===== src/rtl/pdm_dac_stereo.sv =====
// Stereo first-order sigma-delta PDM DAC with a one-deep staging buffer and an
// internal sample-rate tick that moves each staged pair into the active register.
module pdm_dac_stereo #(
  parameter int DW   = 16,
  parameter int RATE = 1024
) (
  input  logic          clk,
  input  logic          reset,
  input  logic [DW-1:0] in_l,
  input  logic [DW-1:0] in_r,
  input  logic          in_valid,
  output logic          in_ready,
  input  logic          mute,
  output logic          tick,
  output logic [7:0]    underrun,
  output logic          pdm_l,
  output logic          pdm_r
);

  localparam int CW = $clog2(RATE);
  localparam logic [CW-1:0] CNT_LAST = CW'(RATE - 1);
  localparam logic [DW-1:0] MID      = {1'b1, {(DW-1){1'b0}}};

  logic [CW-1:0]   cnt_q, cnt_d;
  logic            stage_full_q, stage_full_d;
  logic [2*DW-1:0] stage_q, stage_d;
  logic [2*DW-1:0] active_q, active_d;
  logic [7:0]      underrun_q, underrun_d;
  logic            tick_q, tick_d;
  logic [DW:0]     acc_l_q, acc_l_d;
  logic [DW:0]     acc_r_q, acc_r_d;
  logic            pdm_l_q, pdm_l_d;
  logic            pdm_r_q, pdm_r_d;

  logic            tick_i;
  logic            accept;
  logic [DW-1:0]   u_l, u_r;

  always_comb begin
    tick_i   = (cnt_q == CNT_LAST);
    in_ready = ~stage_full_q | tick_i;
    accept   = in_valid & in_ready;

    cnt_d        = tick_i ? '0 : cnt_q + CW'(1);
    stage_d      = accept ? {in_l, in_r} : stage_q;
    // A tick empties the stage, but an accept in the same cycle refills it.
    stage_full_d = tick_i ? accept : (stage_full_q | accept);
    active_d     = (tick_i && stage_full_q) ? stage_q : active_q;
    tick_d       = tick_i;

    underrun_d = underrun_q;
    if (tick_i && !stage_full_q && (underrun_q != 8'hFF)) begin
      underrun_d = underrun_q + 8'd1;
    end

    // Signed samples become offset binary so the accumulator adds a plain unsigned level.
    u_l = mute ? MID : {~active_q[2*DW-1], active_q[2*DW-2:DW]};
    u_r = mute ? MID : {~active_q[DW-1], active_q[DW-2:0]};

    acc_l_d = {1'b0, acc_l_q[DW-1:0]} + {1'b0, u_l};
    acc_r_d = {1'b0, acc_r_q[DW-1:0]} + {1'b0, u_r};
    pdm_l_d = acc_l_q[DW];
    pdm_r_d = acc_r_q[DW];
  end

  always_ff @(posedge clk) begin
    if (reset) begin
      cnt_q        <= '0;
      stage_full_q <= 1'b0;
      stage_q      <= '0;
      active_q     <= '0;
      underrun_q   <= '0;
      tick_q       <= 1'b0;
      acc_l_q      <= '0;
      acc_r_q      <= '0;
      pdm_l_q      <= 1'b0;
      pdm_r_q      <= 1'b0;
    end else begin
      cnt_q        <= cnt_d;
      stage_full_q <= stage_full_d;
      stage_q      <= stage_d;
      active_q     <= active_d;
      underrun_q   <= underrun_d;
      tick_q       <= tick_d;
      acc_l_q      <= acc_l_d;
      acc_r_q      <= acc_r_d;
      pdm_l_q      <= pdm_l_d;
      pdm_r_q      <= pdm_r_d;
    end
  end

  assign tick     = tick_q;
  assign underrun = underrun_q;
  assign pdm_l    = pdm_l_q;
  assign pdm_r    = pdm_r_q;

endmodule


===== config.mk =====
export PLATFORM = sky130hd
export DESIGN_NAME = pdm_dac_stereo
export DESIGN_NICKNAME = d
export VERILOG_FILES = /design/src/rtl/pdm_dac_stereo.sv
export SDC_FILE = /design/constraint.sdc
export NUM_CORES = 1
export LEC_CHECK = 0
export ABC_AREA = 0
export ABC_CLOCK_PERIOD_IN_PS = 6200
export CORE_MARGIN = 1
export CORE_UTILIZATION = 38
export DETAILED_ROUTE_END_ITERATION = 6
export PLACE_DENSITY = 0.63
export REMOVE_ABC_BUFFERS = 1
export SLEW_MARGIN = 40
export SYNTH_ARGS = -nofsm -noshare
export SYNTH_HDL_FRONTEND = slang
export SYNTH_SLANG_ARGS = --single-unit

===== constraint.sdc =====
create_clock -name clk -period 6.2 [get_ports clk]
set_input_delay 0.62 -clock clk [delete_from_list [all_inputs] [get_ports clk]]
set_output_delay 0.62 -clock clk [all_outputs]
set_load 0.01 [all_outputs]

==> results.sh, run 1 <==
export IMPL_powerDensity_nw_per_um2=285
export IMPL_p_clk_share_pct=55.0
export IMPL_ctsHoldBuffers=0
export IMPL_drv_slew=0
export IMPL_overflow=0
export IMPL_path_clk_slew_ns=0.05
export IMPL_routed_via_count=4545
export IMPL_peakVddDrop_v=0.000223
export IMPL_crit_fanout=32
export IMPL_hold_violations=0
export IMPL_syn_inst=681
export IMPL_setup_tns_ns=0
export IMPL_final_setup_viol_count=0
export IMPL_final_antenna_net_count=0
export IMPL_drive_gt1_share_pct=6.45
export IMPL_grt_use_total_pct=16.3
export IMPL_ys_seq_elements=120
export IMPL_mostFrequentLayoutCell="nand2_1"
export IMPL_clock_sinks=120
export IMPL_cts_resized_gates=0
export IMPL_synth_area_leaders="dfxtp_1 (43%), nand2_1 (10%), a21oi_1 (7.9%)"
export IMPL_coreArea_sq_um=14100
export IMPL_cts_setup_buffers=0
export IMPL_dr_pass1_iters=6
export IMPL_whs_ns=0.438
export IMPL_placed_area_sq_um=6160
export IMPL_switchingPower_mw=0.397
export IMPL_ys_seq_area_share_pct=42.9
export IMPL_initial_core_util_pct=39.6
export IMPL_synth_cell_area_sq_um=5600
export IMPL_ctsLongestPathBuffers=2
export IMPL_drt_first_iter_violations=191
export IMPL_drt_total_wl_mm=11.5
export IMPL_required_ns=6.50
export IMPL_cp_cell_sequence="clkdlybuf4s50_1 > buf_4 > nor2b_1 > ha_1 > fa_1 > a211oi_1 > o21a_1 > nor2_1 > a221o_1 > o41ai_1 > mux2_2"
export IMPL_h_tree_depth=4
export IMPL_rsz0062_at_grt="false"
export IMPL_cts_buffers=17
export IMPL_synthArstFlopShare_pct=0
export IMPL_layout_min_cycle_time_ns=3.56
export IMPL_grt_pass1_wl_mm=19.5
export IMPL_yosys_area_top_type_share_pct=42.9
export IMPL_die_x_um=123
export IMPL_gp_congestion=0.842
export IMPL_end_kind="register"
export IMPL_min_path_type="register to register"
export IMPL_fin_worst_skew_ns=0.00480
export IMPL_intPower_mw=1.54
export IMPL_fin_nets=788
export IMPL_grt_pass1_vias=4325
export IMPL_power_total_mw=1.94
export IMPL_syn_mean_instance_area_sq_um=8.22
export IMPL_ys_flop_type="dfxtp_1"
export IMPL_wl_per_cell_um=12.6
export IMPL_synth_edff_count=0
export IMPL_synth_warnings=0
export IMPL_critPathMaxStageDelay_ns=0.46
export IMPL_antenna_found_initial=0
export IMPL_drt_vias_per_instance=5.00
export IMPL_route_detailed_drc=0
export IMPL_cts_root_buf="clkbuf_16"
export IMPL_clock_latency_ns=0.41
export IMPL_area_growth_pct=21.6
export IMPL_cp_slowest_cell="clkdlybuf4s50_1"
export IMPL_pwr_share_comb_pct=4.0
export IMPL_swShare_pct=20.5
export IMPL_cellLeakagePower_nw=2.67
export IMPL_cap_violations=0
export IMPL_antennaDiodeCount=0
export IMPL_status="completed"
export IMPL_yosysUniqueCellTypes=49
export IMPL_dieArea_sq_um=15200
export IMPL_final_area_sq_um=6810
export IMPL_max_freq_ghz=0.281
export IMPL_io_buffers=47
export IMPL_fin_util_pct=48.1
export IMPL_core_rowCount=43
export IMPL_tightest_slew_ns=0.781
export IMPL_yosysTopAreaCell="dfxtp_1"
export IMPL_hpwl_mm=7.32
export IMPL_grt_max_degree=77
export IMPL_ios=48
export IMPL_worstPathArrival_ns=3.86
export IMPL_mostFrequentLayoutCells="nand2_1 (149), dfxtp_1 (120), a21oi_1 (88)"
export IMPL_die_h_um=123
export IMPL_cp_start_kind="primary input"
export IMPL_seqPwrFrac_pct=41.0
export IMPL_slew_headroom_pct=47.9
export IMPL_finalCritPeriodShare_pct=57.4
export IMPL_critPathKind="primary input to register"
export IMPL_cts_tree="built"
[power groups by stage]
stage | sequential (mW) | clock [mW] | combinational [mW]
floorplan | 0.810 | 0 | 0.0283
global placement | 0.812 | 0 | 0.0758
detailed placement | 0.812 | 0 | 0.0776
CTS | 0.796 | 1.09 | 0.0781
global route | 0.797 | 1.12 | 0.0861
finish | 0.796 | 1.07 | 0.0771
[registers in the layout, summed over array words and instances, names as in the netlist]
name,count
stage_full_q,1
cnt_q,10
acc_l_q,17
stage_q,32
acc_r_q,17
pdm_l,1
tick,1
underrun,8
active_q,32
pdm_r,1
[per-stage QoR]
stage	cells	setup slack [ns]
global route	909	2.42
floorplan	646	3.32
CTS	909	2.63
detailed placement	877	2.24
global placement	877	2.27
finish	909	2.64
[routing by layer]
layer  share of wire [%]  GRT usage (%)  wire length [um]
met5                   0              0                 0
met4                 2.0           8.66               232
met3                 5.6           4.38               642
met2                  42           24.7              4820
met1                  50           21.2              5770
[cell families after synthesis]
group	after synthesis	synth area share (%)
and+or+nand+nor	296	23.8
muxes	6	1.16
adders and majority gates	36	8.31
buffers and inverters	45	3.55
AOI/OAI and AO/OA	143	14.8
DFF	120	42.9
xor gates and xnor gates	35	5.48
[synth_stat cells, types with 4 or more instances]
cell	count
nor2b_1	43
o21ai_0	17
nand3_1	15
clkbuf_1	26
inv_1	10
a21oi_1	88
mux2_2	4
ha_1	34
nand4_1	5
a211oi_1	5
nand2b_1	4
nand2_1	151
o21a_1	4
dfxtp_1	120
xor2_1	14
a21o_1	9
nor2_1	54
xnor2_1	21
nor3_1	11
[path summary, 6_finish.rpt]
path / startpoint / to / slack (ns) / depth (start not counted)
setup / recovery: mute / acc_r_q[14] / 2.64 / 11
hold / removal: acc_r_q[16] / pdm_r / 0.44 / 1
setup reg to reg: active_q[0] / acc_r_q[14] / 3.33 / 9
hold reg to reg: acc_r_q[16] / pdm_r / 0.44 / 1
[critical path: cells and delay by family]
family / cells / cell delay, ns
fa+ha+maj: 2 / 0.68
mux: 1 / 0.37
simple gates: 2 / 0.17
buf+inv: 2 / 0.81
compound gates: 4 / 1.23
[cell type report]
class	instances	area [sq um]
Sequential cell	120	2400
Inverter	10	37.5
Clock buffer	19	443
Fill cell	1386	7340
Clock inverter	13	201
Timing Repair Buffer	51	498
Tap cell	180	225
Multi-Input combinational cell	516	3000
No activity file was read; power rests on OpenSTA's default activity.
==> run 2, diff against run 1 <==
--- a/config.mk
+++ b/config.mk
@@ -6,11 +6,11 @@
 export NUM_CORES = 1
 export LEC_CHECK = 0
 export ABC_AREA = 0
-export ABC_CLOCK_PERIOD_IN_PS = 6200
+export ABC_CLOCK_PERIOD_IN_PS = 3000
 export CORE_MARGIN = 1
 export CORE_UTILIZATION = 38
 export DETAILED_ROUTE_END_ITERATION = 6
-export PLACE_DENSITY = 0.63
+export PLACE_DENSITY = 0.65
 export REMOVE_ABC_BUFFERS = 1
 export SLEW_MARGIN = 40
 export SYNTH_ARGS = -nofsm -noshare
==> constraint.sdc (replaced) <==
create_clock -name clk -period 3 [get_ports clk]
set_input_delay 0.3 -clock clk [delete_from_list [all_inputs] [get_ports clk]]
set_output_delay 0.3 -clock clk [all_outputs]
set_load 0.01 [all_outputs]
==> results.sh, run 2 (synthesis gave the netlist of run 1 again) <==
export IMPL_finalCritPeriodShare_pct=91.8
export IMPL_max_freq_ghz=0.363
export IMPL_grt_pass1_wl_mm=21.4
export IMPL_path_clk_slew_ns=0.05
export IMPL_tightest_slew_ns=0.575
export IMPL_peakVddDrop_v=0.000412
export IMPL_io_buffers=47
export IMPL_final_area_sq_um=7060
export IMPL_largest_registers="active_q: 32 flops, stage_q: 32 flops"
export IMPL_worstPathArrival_ns=3.05
export IMPL_powerDensity_nw_per_um2=565
export IMPL_end_kind="register"
export IMPL_status="completed"
export IMPL_pwr_share_comb_pct=4.1
export IMPL_nFillCells=1358
export IMPL_antennaDiodeCount=0
export IMPL_fin_nets=823
export IMPL_cp_slowest_cell="clkdlybuf4s50_1"
export IMPL_grt_max_degree=52
export IMPL_switchingPower_mw=0.833
export IMPL_mostFrequentLayoutCell="nand2_1"
export IMPL_h_tree_depth=4
export IMPL_clock_latency_ns=0.42
export IMPL_placed_area_sq_um=6420
export IMPL_routed_via_count=4776
export IMPL_p_clk_share_pct=54.7
export IMPL_mostFrequentLayoutCells="nand2_1 (151), dfxtp_1 (120), a21oi_1 (88)"
export IMPL_pre_cts_slack_ns=-0.168
export IMPL_cp_start_kind="primary input"
export IMPL_critPathMaxStageDelay_ns=0.51
export IMPL_rsz0062_at_grt="false"
export IMPL_seqPwrFrac_pct=41.2
export IMPL_swShare_pct=20.9
export IMPL_wl_per_cell_um=13.2
export IMPL_grt_use_total_pct=18.0
export IMPL_route_detailed_drc=0
export IMPL_cp_cell_sequence="clkdlybuf4s50_1 > nor2b_1 > ha_1 > fa_1 > a211oi_1 > o21a_1 > nor2_1 > a221o_1 > o41ai_1 > mux2_2"
export IMPL_cts_setup_buffers=0
export IMPL_dieArea_sq_um=15200
export IMPL_initial_core_util_pct=39.6
export IMPL_ios=48
export IMPL_cts_root_buf="clkbuf_16"
export IMPL_fin_worst_skew_ns=0.0113
export IMPL_required_ns=3.30
export IMPL_drt_vias_per_instance=5.06
export IMPL_cellLeakagePower_nw=2.85
export IMPL_crit_fanout=3
export IMPL_cts_tree="built"
export IMPL_overflow=0
export IMPL_gp_congestion=0.856
export IMPL_layout_setup_ws_ns=0.247
export IMPL_antenna_found_initial=0
export IMPL_final_antenna_net_count=0
export IMPL_ctsHoldBuffers=0
export IMPL_clock_sinks=120
export IMPL_critPathKind="primary input to register"
export IMPL_ctsLongestPathBuffers=2
export IMPL_hold_violations=0
export IMPL_drt_first_iter_violations=219
export IMPL_drive_gt1_share_pct=10.5
export IMPL_area_growth_pct=26.2
export IMPL_whs_ns=0.356
export IMPL_cap_violations=0
export IMPL_core_rowCount=43
export IMPL_min_path_type="primary input to register"
export IMPL_drt_total_wl_mm=12.5
export IMPL_die_x_um=123
export IMPL_layout_min_cycle_time_ns=2.75
export IMPL_coreArea_sq_um=14100
export IMPL_die_h_um=123
export IMPL_cts_resized_gates=0
export IMPL_grt_pass1_vias=4696
export IMPL_final_setup_viol_count=0
export IMPL_cts_buffers=17
export IMPL_hpwl_mm=8.43
export IMPL_slew_headroom_pct=61.7
export IMPL_fin_util_pct=49.9
export IMPL_drv_slew=0
export IMPL_intPower_mw=3.16
export IMPL_dr_pass1_iters=4
-- run 2: changes by cell type in the layout (fill, tap and decap cells not counted), sizes merged --
cell,previous run,this run
clkbuf,19,21
buf,5,40
bufinv,5,4
clkinv,5,4
-- run 2: stage by stage --
step / TNS (ns) / instances / total power, mW
2_1_floorplan: 0 / 646 / 1.73
3_3_place_gp: -0.490 / 912 / 1.84
3_5_place_dp: -0.989 / 912 / 1.84
4_1_cts: 0 / 944 / 4.03
5_1_grt: 0 / 944 / 4.14
6_report: 0 / 944 / 3.99
-- run 2: worst paths after layout --
kind          startpoint           to  slack, ns  cells past startpoint
max                 mute  acc_r_q[14]       0.25                     10
min                reset  underrun[3]       0.36                      2
max reg2reg  active_q[0]  acc_r_q[14]       0.25                      9
min reg2reg  acc_r_q[16]        pdm_r       0.44                      1
-- run 2: layout make-up --
type	count	area [sq um]	area share (%)
Multi-Input combinational cell	516	3000	42.4
Sequential cell	120	2400	34.0
Timing Repair Buffer	86	761	10.8
Clock buffer	21	470	6.66
Tap cell	180	225	3.19
Clock inverter	11	170	2.41
Inverter	10	37.5	0.531
-- run 2: worst max-delay path, delay by kind of cell --
| kind | cells | cell delay (ns) |
|---|---|---|
| compound gates | 4 | 1.17 |
| fa+ha+maj | 2 | 0.60 |
| buf+inv | 1 | 0.51 |
| mux | 1 | 0.37 |
| simple gates | 2 | 0.12 |
-- run 2: layer usage --
metal	global-route usage (%)	part of all wire, %	vias up
met3	5.21	4.3	13
met2	29.2	46	95
met5	0	0	-
met4	6.93	1.4	0
li1	-	-	2433
met1	22.6	48	2235
-- run 2: power groups by stage --
stage	Sequential (mW)	Combinational, mW	Clock (mW)
2_1_floorplan	1.67	0.0585	0
3_3_place_gp	1.68	0.159	0
3_5_place_dp	1.68	0.164	0
4_1_cts	1.65	0.166	2.22
5_1_grt	1.65	0.183	2.31
6_report	1.65	0.164	2.18
